**config.mk**
```make
export PLATFORM = sky130hd
export DESIGN_NAME = rst_req_sched
export DESIGN_NICKNAME = d
export VERILOG_FILES = /design/src/rtl/rst_req_sched.sv
export SDC_FILE = /design/constraint.sdc
export NUM_CORES = 1
export LEC_CHECK = 0
export ABC_AREA = 1
export ABC_CLOCK_PERIOD_IN_PS = 3000
export CORE_ASPECT_RATIO = 1.4
export CORE_MARGIN = 1.5
export CORE_UTILIZATION = 50
export DETAILED_ROUTE_END_ITERATION = 12
export PLACE_DENSITY = 0.72
export SYNTH_ARGS = -nofsm -noshare
export SYNTH_HDL_FRONTEND = slang
export SYNTH_SLANG_ARGS = --single-unit
export TNS_END_PERCENT = 10
```
**constraint.sdc**
```tcl
create_clock -name clk -period 3 [get_ports clk]
set_clock_uncertainty 0.05 [all_clocks]
set_input_delay 0.45 -clock clk [delete_from_list [all_inputs] [get_ports clk]]
set_output_delay 0.45 -clock clk [all_outputs]
set_load 0.02 [all_outputs]
```
**src/rtl/rst_req_sched.sv**
```systemverilog
// rst_req_sched: reset-request scheduler in front of the cold/warm boot sequencer.
//
// Collects per-requester warm/cold reset requests (rising-edge detected) and the
// active-low watchdog timeout (falling-edge detected). Arbitrates them with the
// watchdog first, then the cold class, then the warm class, round-robin within a
// class. Each grant produces a one-cycle enable pulse, followed by a lockout of
// LOCKOUT_S ticks of TICK_DIV clocks each.
//
// Ports:
//   clk, rst_n         clock, asynchronous active-low reset
//   req_warm/req_cold  per-requester requests (rising edge = request)
//   req_mask           1 = requester enabled, 0 = ignored and its pending bits dropped
//   wdg_timeout_n      watchdog timeout, falling edge = cold request
//   enable_cold_boot   one-cycle pulse (cold or watchdog grant)
//   enable_warm_boot   one-cycle pulse (warm grant)
//   grant_id           last granted requester, 7 = watchdog
//   busy               high while arbitrating, issuing or locked out
//   issue_cnt          saturating issued-pulse count (status option)
//   last_cause         00 none, 01 warm, 10 cold, 11 watchdog (status option)
//
// Option macro: RST_SCHED_STATUS_EN enables issue_cnt / last_cause; when it is
// undefined both ports are tied to zero.
module rst_req_sched #(
    parameter int NREQ      = 4,
    parameter int TICK_DIV  = 10,
    parameter int LOCKOUT_S = 5
) (
    input  logic            clk,
    input  logic            rst_n,
    input  logic [NREQ-1:0] req_warm,
    input  logic [NREQ-1:0] req_cold,
    input  logic [NREQ-1:0] req_mask,
    input  logic            wdg_timeout_n,
    output logic            enable_cold_boot,
    output logic            enable_warm_boot,
    output logic [2:0]      grant_id,
    output logic            busy,
    output logic [7:0]      issue_cnt,
    output logic [1:0]      last_cause
);
    localparam int DW = (TICK_DIV > 1) ? $clog2(TICK_DIV) : 1;

    // Class codes double as last_cause encodings.
    localparam logic [1:0] CLS_WARM = 2'b01;
    localparam logic [1:0] CLS_COLD = 2'b10;
    localparam logic [1:0] CLS_WDG  = 2'b11;

    typedef enum logic [1:0] {IDLE, ARB, ISSUE, LOCKOUT} state_t;
    state_t state, state_nxt;

    logic [NREQ-1:0] warm_prev, cold_prev, warm_pend, cold_pend;
    logic [NREQ-1:0] warm_set, cold_set, warm_clr, cold_clr;
    logic [NREQ-1:0] warm_eff, cold_eff, win_onehot;
    logic            wdg_prev, wdg_pend, wdg_set, wdg_clr;
    logic [2:0]      rr_warm, rr_cold, win_idx;
    logic [1:0]      win_cls, gcls;
    logic            win_vld, arb_fire, lock_done;
    logic [DW-1:0]   div;
    logic [7:0]      lcnt;

    // First set bit at or after ptr, wrapping at NREQ. Scanning downward lets the
    // lowest offset overwrite the result last.
    function automatic logic [2:0] rr_pick(input logic [NREQ-1:0] v, input logic [2:0] ptr);
        int j;
        rr_pick = '0;
        for (int k = NREQ - 1; k >= 0; k--) begin
            j = int'(ptr) + k;
            if (j >= NREQ) j = j - NREQ;
            if (v[j]) rr_pick = 3'(j);
        end
    endfunction

    function automatic logic [2:0] ptr_after(input logic [2:0] i);
        ptr_after = (int'(i) == NREQ - 1) ? 3'd0 : i + 3'd1;
    endfunction

    // Cold wins a same-cycle warm/cold edge from the same requester.
    assign cold_set = req_cold & ~cold_prev & req_mask;
    assign warm_set = req_warm & ~warm_prev & req_mask & ~cold_set;
    assign wdg_set  = wdg_prev & ~wdg_timeout_n;

    // Winner selection uses the mask of the arbitration cycle, so a requester
    // masked off in that very cycle cannot be granted.
    always_comb begin
        cold_eff = cold_pend & req_mask;
        warm_eff = warm_pend & req_mask;
        win_vld  = 1'b1;
        win_cls  = CLS_WDG;
        win_idx  = 3'd7;
        if (wdg_pend) begin
            win_cls = CLS_WDG;
        end else if (|cold_eff) begin
            win_cls = CLS_COLD;
            win_idx = rr_pick(cold_eff, rr_cold);
        end else if (|warm_eff) begin
            win_cls = CLS_WARM;
            win_idx = rr_pick(warm_eff, rr_warm);
        end else begin
            win_vld = 1'b0;
            win_idx = 3'd0;
        end
    end

    assign arb_fire   = (state == ARB) && win_vld;
    assign win_onehot = NREQ'(1) << win_idx;
    assign cold_clr   = (arb_fire && win_cls == CLS_COLD) ? win_onehot : '0;
    assign warm_clr   = (arb_fire && win_cls == CLS_WARM) ? win_onehot : '0;
    assign wdg_clr    = arb_fire && (win_cls == CLS_WDG);
    assign lock_done  = (div == DW'(TICK_DIV - 1)) && (lcnt == 8'(LOCKOUT_S - 1));

    always_ff @(posedge clk or negedge rst_n) begin
        if (!rst_n) begin
            warm_prev <= '0;
            cold_prev <= '0;
            wdg_prev  <= 1'b1;
            warm_pend <= '0;
            cold_pend <= '0;
            wdg_pend  <= 1'b0;
        end else begin
            warm_prev <= req_warm;
            cold_prev <= req_cold;
            wdg_prev  <= wdg_timeout_n;
            // A new edge beats the grant clear; the mask drops everything.
            cold_pend <= ((cold_pend & ~cold_clr) | cold_set) & req_mask;
            warm_pend <= ((warm_pend & ~warm_clr) | warm_set) & req_mask;
            wdg_pend  <= (wdg_pend & ~wdg_clr) | wdg_set;
        end
    end

    always_ff @(posedge clk or negedge rst_n) begin
        if (!rst_n) begin
            state    <= IDLE;
            grant_id <= '0;
            gcls     <= CLS_WARM;
            rr_warm  <= '0;
            rr_cold  <= '0;
            div      <= '0;
            lcnt     <= '0;
        end else begin
            state <= state_nxt;
            if (arb_fire) begin
                grant_id <= win_idx;
                gcls     <= win_cls;
                if (win_cls == CLS_COLD) rr_cold <= ptr_after(win_idx);
                if (win_cls == CLS_WARM) rr_warm <= ptr_after(win_idx);
            end
            if (state == ISSUE) begin
                div  <= '0;
                lcnt <= '0;
            end else if (state == LOCKOUT) begin
                if (div == DW'(TICK_DIV - 1)) begin
                    div  <= '0;
                    lcnt <= lcnt + 8'd1;
                end else begin
                    div <= div + DW'(1);
                end
            end
        end
    end

    always_comb begin
        state_nxt        = state;
        enable_cold_boot = 1'b0;
        enable_warm_boot = 1'b0;
        busy             = 1'b1;
        case (state)
            IDLE: begin
                busy = 1'b0;
                if (|cold_pend || |warm_pend || wdg_pend) state_nxt = ARB;
            end
            ARB:     state_nxt = win_vld ? ISSUE : IDLE;
            ISSUE: begin
                enable_cold_boot = (gcls != CLS_WARM);
                enable_warm_boot = (gcls == CLS_WARM);
                state_nxt        = LOCKOUT;
            end
            LOCKOUT: if (lock_done) state_nxt = IDLE;
            default: state_nxt = IDLE;
        endcase
    end

`ifdef RST_SCHED_STATUS_EN
    always_ff @(posedge clk or negedge rst_n) begin
        if (!rst_n) begin
            issue_cnt  <= '0;
            last_cause <= '0;
        end else if (state == ISSUE) begin
            if (issue_cnt != 8'hFF) issue_cnt <= issue_cnt + 8'd1;
            last_cause <= gcls;
        end
    end
`else
    assign issue_cnt  = '0;
    assign last_cause = '0;
`endif

endmodule

```
==> flow_summary.yaml, run 1 <==
routing:
  drt_pass1_iterations: 4
  drt-initial-drc-count: 94
  drc: 0
  ant_nets: 0
  routedWlPerCell_um: 13.4
  vias: 2432
  drt_wl_total_um: 6290
  vias_per_cell: 5.20
grt:
  antenna_found_initial: 0
  grt_pass1_wl_um: 10700
  grt_pass1_vias: 2456
  grt_max_degree: 44
  grt_usage: 0.223
  overflow: 0
clocking:
  post_cts_buffers: 0
  tritoncts: "yes"
  clockBufferDepth: 2
  cts_buffers: 5
  cts_resized: 0
  clk_pin_slew_ns: 0.08
  ctsRootBufferMaster: "clkbuf_8"
  htree_levels: 2
  clock-sinks: 43
  worst_skew_pair.late_latency_ns: 0.29
  cts_hold_buf: 0
critical_path:
  r2r_end: "rr_warm[1]$_DFFE_PN0P_"
  crit_slowest_cell: "clkdlybuf4s50_1"
  cp.depth: 5
  critPathKind: "register to output port"
  crit_chain: "inv_1 > nor2_1 > inv_1 > nor3_1 > clkdlybuf4s50_1"
  path_buf_inv: 3
  worstReg2RegStart: "rr_cold[1]$_DFFE_PN0P_"
  cpPeakStageDelay_ns: 0.64
  cpMostUsedCell: "inv_1"
  crit_fanout: 8
  cp.arrival_ns: 2.15
  crit_required_ns: 2.50
  r2r_cells: 14
  cpLargestDelayFamily: "buffers and inverters"
  cp-endpoint: "enable_warm_boot"
  cp-start-kind: "register"
  endpoint_kind: "output port"
  r2r_slack_ns: 0.49
timing:
  max_freq_mhz: 378
  worst_pin_slew_ns: 0.958
  fin_setup_tns_ns: 0
  fin_ws_ns: 0.353
  period_share: 0.882
  hold_viol_final: 0
  rsz0062_at_grt: "false"
  setup_viol_count_final: 0
  relSlewSlack: 0.361
  holdWs_ns: 0.250
  fin_crit_ns: 2.65
  slew_violations: 0
finish:
  layout_common_cells: "nand2_1 (96), inv_1 (52), dfrtp_1 (41)"
  fin_cells: 468
  area_growth_pct: 10.8
  nets: 436
  fill_cells: 539
  final_common_cell: "nand2_1"
  antenna_cells: 0
  drive_gt1_frac: 0.100
place:
  dp_cells: 460
  gp_congestion: 0.840
  io_buffers: 20
  dp_hpwl_um: 4980
  pre_cts_ws_ns: 0.120
synth:
  ys_types: 34
  synth_top_family_by_area: "simple AND/OR/NAND/NOR gates"
  synth_mux_area_frac: 0
  ys_ff_latch: 43
  syn_area_per_cell_um2: 7.72
  syn-instance-count: 373
  synth_compound_area_frac: 0.0761
  synthXorXnorAreaFrac: 0.0152
  postSynth.asyncResetShare: 1.00
  synth_ff_type: "dfrtp_1"
  synthSimpleGateAreaFrac: 0.322
  synth_adder_area_share: 0.0957
  synth_edf_count: 0
  synth_warnings: 0
  synth_area_mm2: 0.00288
  ys_seq_area_frac: 0.375
die:
  die_area_mm2: 0.00623
  die_h_um: 92.8
  initial_core_util: 0.521
  core_mm2: 0.00553
  dieWidth_um: 67.1
  rows: 32
  ios: 31
flow_run:
  max-cap-violations: 0
power_and_ir_drop:
  leakagePower_nw: 1.69
  p_per_area_mw_per_mm2: 335
  peakVddDrop_mv: 0.200
min_path:
  hp-class: "input pin to async pin"
outcome:
  status: "completed"
## cells by family (layout without fill, tap and decap cells)
kind of cell,count (synthesis),count (layout)
DFF,43,43
other,1,10
AOI/OAI and AO/OA,35,35
xor gates and xnor gates,5,5
buffers and inverters,70,88
adders and majority gates,22,22
and+or+nand+nor,197,197
## sequential cells by signal, summed over array words and instances, names as in the netlist, named ones only
register   flops
cold_prev      4
grant_id       3
cold_pend      4
warm_prev      4
wdg_pend       1
div            4
gcls           2
state          1
lcnt           8
rr_warm        3
rr_cold        3
warm_pend      4
wdg_prev       1
## worst min-delay path by stage
stage	to	slack [ns]	cells after the start
after CTS	div[2]$_DFFE_PN0P_	0.29	1
final	div[2]$_DFFE_PN0P_	0.25	1
after global routing	div[2]$_DFFE_PN0P_	0.33	1
after global placement	gcls[0]$_DFFE_PN1P_	0.44	2
after floorplan	async pin	0.10	0
after detailed placement	grant_id[0]$_DFFE_PN0P_	0.46	2
## synthesized netlist by cell type, types with 2 or more instances
cell type / n / share of area
a21oi_1: 12 / 0.021
buf_4: 12 / 0.031
dfrtp_1: 41 / 0.36
dfstp_2: 2 / 0.018
nand3b_1: 5 / 0.013
nand3_2: 3 / 0.010
nand3_1: 35 / 0.061
xnor2_1: 2 / 0.0061
ha_1: 22 / 0.096
inv_1: 52 / 0.068
nor2_1: 16 / 0.021
buf_6: 2 / 0.0078
xor2_1: 3 / 0.0091
nand4_1: 18 / 0.039
nor3_1: 4 / 0.0070
nand2_2: 12 / 0.026
o21ai_2: 3 / 0.0091
nor4_1: 3 / 0.0065
nand2_1: 96 / 0.13
nor2_2: 2 / 0.0043
a21oi_2: 2 / 0.0061
o21a_1: 2 / 0.0052
a31oi_1: 3 / 0.0065
o21ai_0: 9 / 0.016
inv_2: 2 / 0.0026
o22ai_1: 2 / 0.0043
## per-stage QoR
| stage | cell area, um2 | util | total power (W) |
|---|---|---|---|
| 2_1_floorplan | 2910 | - | 0.000688 |
| 3_5_place_dp | 3110 | 0.563 | 0.000727 |
| 6_report | 3190 | 0.577 | 0.00107 |
| 5_1_grt | 3190 | 0.577 | 0.00112 |
| 3_3_place_gp | 3110 | 0.563 | 0.000725 |
| 4_1_cts | 3190 | 0.577 | 0.00108 |
## report_power, final
| group | switching [W] | internal (W) |
|---|---|---|
| clock network | 0.000187 | 0.000166 |
| registers | 0.00000820 | 0.000594 |
| logic | 0.0000733 | 0.0000390 |
| total | 0.000268 | 0.000799 |
## metal layers
metal / GRT usage / vias to the layer above / share of wire
li1: - / 1234 / -
met1: 0.243 / 1155 / 0.40
met2: 0.423 / 35 / 0.56
met3: 0.0328 / 8 / 0.022
met4: 0.0731 / 0 / 0.017
met5: 0 / - / 0
## final cells by class
class	instances	area, um2	area share
clock buffers	8	80.1	0.0251
inverters	56	218	0.0683
multi-input cells	269	1500	0.471
flip-flops and latches	43	1080	0.338
well taps	68	85.1	0.0267
repair buffers	24	225	0.0706
No activity file was read; power rests on OpenSTA's default activity.
==> run 2, diff against run 1 <==
--- a/config.mk
+++ b/config.mk
@@ -7,11 +7,12 @@
 export LEC_CHECK = 0
 export ABC_AREA = 1
 export ABC_CLOCK_PERIOD_IN_PS = 3000
+export CAP_MARGIN = 20
 export CORE_ASPECT_RATIO = 1.4
 export CORE_MARGIN = 1.5
 export CORE_UTILIZATION = 50
 export DETAILED_ROUTE_END_ITERATION = 12
-export PLACE_DENSITY = 0.72
+export PLACE_DENSITY_LB_ADDON = 0.2
 export SYNTH_ARGS = -nofsm -noshare
 export SYNTH_HDL_FRONTEND = slang
 export SYNTH_SLANG_ARGS = --single-unit
==> flow_summary.yaml, run 2 (synthesis results as in run 1) <==
clocking:
  post_cts_buffers: 0
  clock-sinks: 43
  ctsRootBufferMaster: "clkbuf_8"
  cts_resized: 0
  clk_pin_slew_ns: 0.08
  clockBufferDepth: 2
  worst_skew_pair.late_latency_ns: 0.30
  htree_levels: 2
  cts_buffers: 5
  cts_hold_buf: 0
  tritoncts: "yes"
timing:
  max_freq_mhz: 367
  fin_setup_tns_ns: 0
  fin_crit_ns: 2.72
  hold_viol_final: 0
  relSlewSlack: 0.370
  slew_violations: 0
  setup_viol_count_final: 0
  rsz0062_at_grt: "false"
  period_share: 0.908
  worst_pin_slew_ns: 0.945
power_and_ir_drop:
  p_switching_w: 0.000276
  peakVddDrop_mv: 0.199
  power_w: 0.00112
  swShare: 0.247
  p_seq_frac: 0.539
  combinationalPowerShare: 0.101
  p_per_area_mw_per_mm2: 349
  leakagePower_nw: 1.70
  clockPowerShare: 0.360
  p_int_w: 0.000843
place:
  io_buffers: 20
  gp_congestion: 0.923
  dp_hpwl_um: 4910
routing:
  ant_nets: 0
  wl_met3_um: 140
  drt_wl_total_um: 6210
  vias: 2421
  drt-initial-drc-count: 126
  highest_layer: "met4"
  met1Wirelength_um: 2600
  met2_length_um: 3330
  vias_per_cell: 5.17
  routedWlPerCell_um: 13.3
  drt_pass1_iterations: 5
  drc: 0
die:
  die_area_mm2: 0.00623
  ios: 31
  rows: 32
  die_h_um: 92.8
  initial_core_util: 0.521
  core_mm2: 0.00553
  dieWidth_um: 67.1
critical_path:
  critPathKind: "register to output port"
  crit_chain: "inv_1 > nor2_1 > inv_1 > nor3_1 > clkdlybuf4s50_1"
  cpLargestDelayFamily: "buffers and inverters"
  path_buf_inv: 3
  cp-endpoint: "enable_warm_boot"
  crit_slowest_cell: "clkdlybuf4s50_1"
  cp.depth: 5
  worstReg2RegStart: "rr_cold[1]$_DFFE_PN0P_"
  r2r_cells: 14
  crit_fanout: 8
  r2r_end: "rr_cold[0]$_DFFE_PN0P_"
  cp-start-kind: "register"
  cpPeakStageDelay_ns: 0.64
  cpMostUsedCell: "inv_1"
  crit_required_ns: 2.50
  r2r_slack_ns: 0.47
  cp.arrival_ns: 2.22
  endpoint_kind: "output port"
grt:
  overflow: 0
  antenna_found_initial: 0
  grt_pass1_vias: 2416
  grt_max_degree: 44
  grt_pass1_wl_um: 10700
  grt_usage: 0.226
outcome:
  status: "completed"
min_path:
  hp-class: "input pin to async pin"
finish:
  final_common_cell: "nand2_1"
  drive_gt1_frac: 0.105
  nets: 436
  fill_cells: 527
  antenna_cells: 0
  area_growth_pct: 11.5
  largest_reg_flops: 8
  largest-register: "lcnt"
  layout_common_cells: "nand2_1 (96), inv_1 (52), dfrtp_1 (41)"
flow_run:
  max-cap-violations: 0
-- run 2: cell counts in the layout (fill, tap and decap cells not counted) --
Identical to the previous run, type by type.
-- run 2: through the flow --
stage / std cells / area, um2 / util / hold WS, ns / setup WS (ns)
2_1_floorplan: 382 / 2910 / - / 0.104 / 0.689
4_1_cts: 468 / 3210 / 0.581 / 0.278 / 0.252
3_3_place_gp: 460 / 3110 / 0.563 / 0.436 / 0.171
6_report: 468 / 3210 / 0.581 / 0.236 / 0.276
5_1_grt: 468 / 3210 / 0.581 / 0.325 / 0.155
3_5_place_dp: 460 / 3110 / 0.563 / 0.439 / 0.113
-- run 2: routing by layer --
metal,vias up,track usage
li1,1238,-
met1,1140,0.255
met2,33,0.406
met3,10,0.0328
met4,0,0.105
met5,-,0
-- run 2: cell type report --
class | instances | area, um2 | area share
Clock buffer | 8 | 100 | 0.0312
Timing Repair Buffer | 24 | 225 | 0.0702
Sequential cell | 43 | 1080 | 0.336
Tap cell | 68 | 85.1 | 0.0265
Inverter | 56 | 218 | 0.0678
Multi-Input combinational cell | 269 | 1500 | 0.468
-- run 2: power groups by stage --
stage / clock network, W / registers [W] / logic [W]
floorplan: 0 / 0.000612 / 0.0000761
global placement: 0 / 0.000614 / 0.000112
detailed placement: 0 / 0.000614 / 0.000114
CTS: 0.000409 / 0.000602 / 0.000114
global route: 0.000440 / 0.000604 / 0.000129
finish: 0.000403 / 0.000603 / 0.000113
-- run 2: worst min path at each step --
stage	cells after the start	to	slack, ns	start
after floorplan	0	async pin	0.10	rst_n
after global placement	2	gcls[0]$_DFFE_PN1P_	0.44	gcls[0]$_DFFE_PN1P_
after detailed placement	2	gcls[0]$_DFFE_PN1P_	0.44	gcls[0]$_DFFE_PN1P_
after CTS	1	div[3]$_DFFE_PN0P_	0.28	rst_n
after global routing	1	div[0]$_DFFE_PN0P_	0.33	rst_n
final	1	div[3]$_DFFE_PN0P_	0.24	rst_n
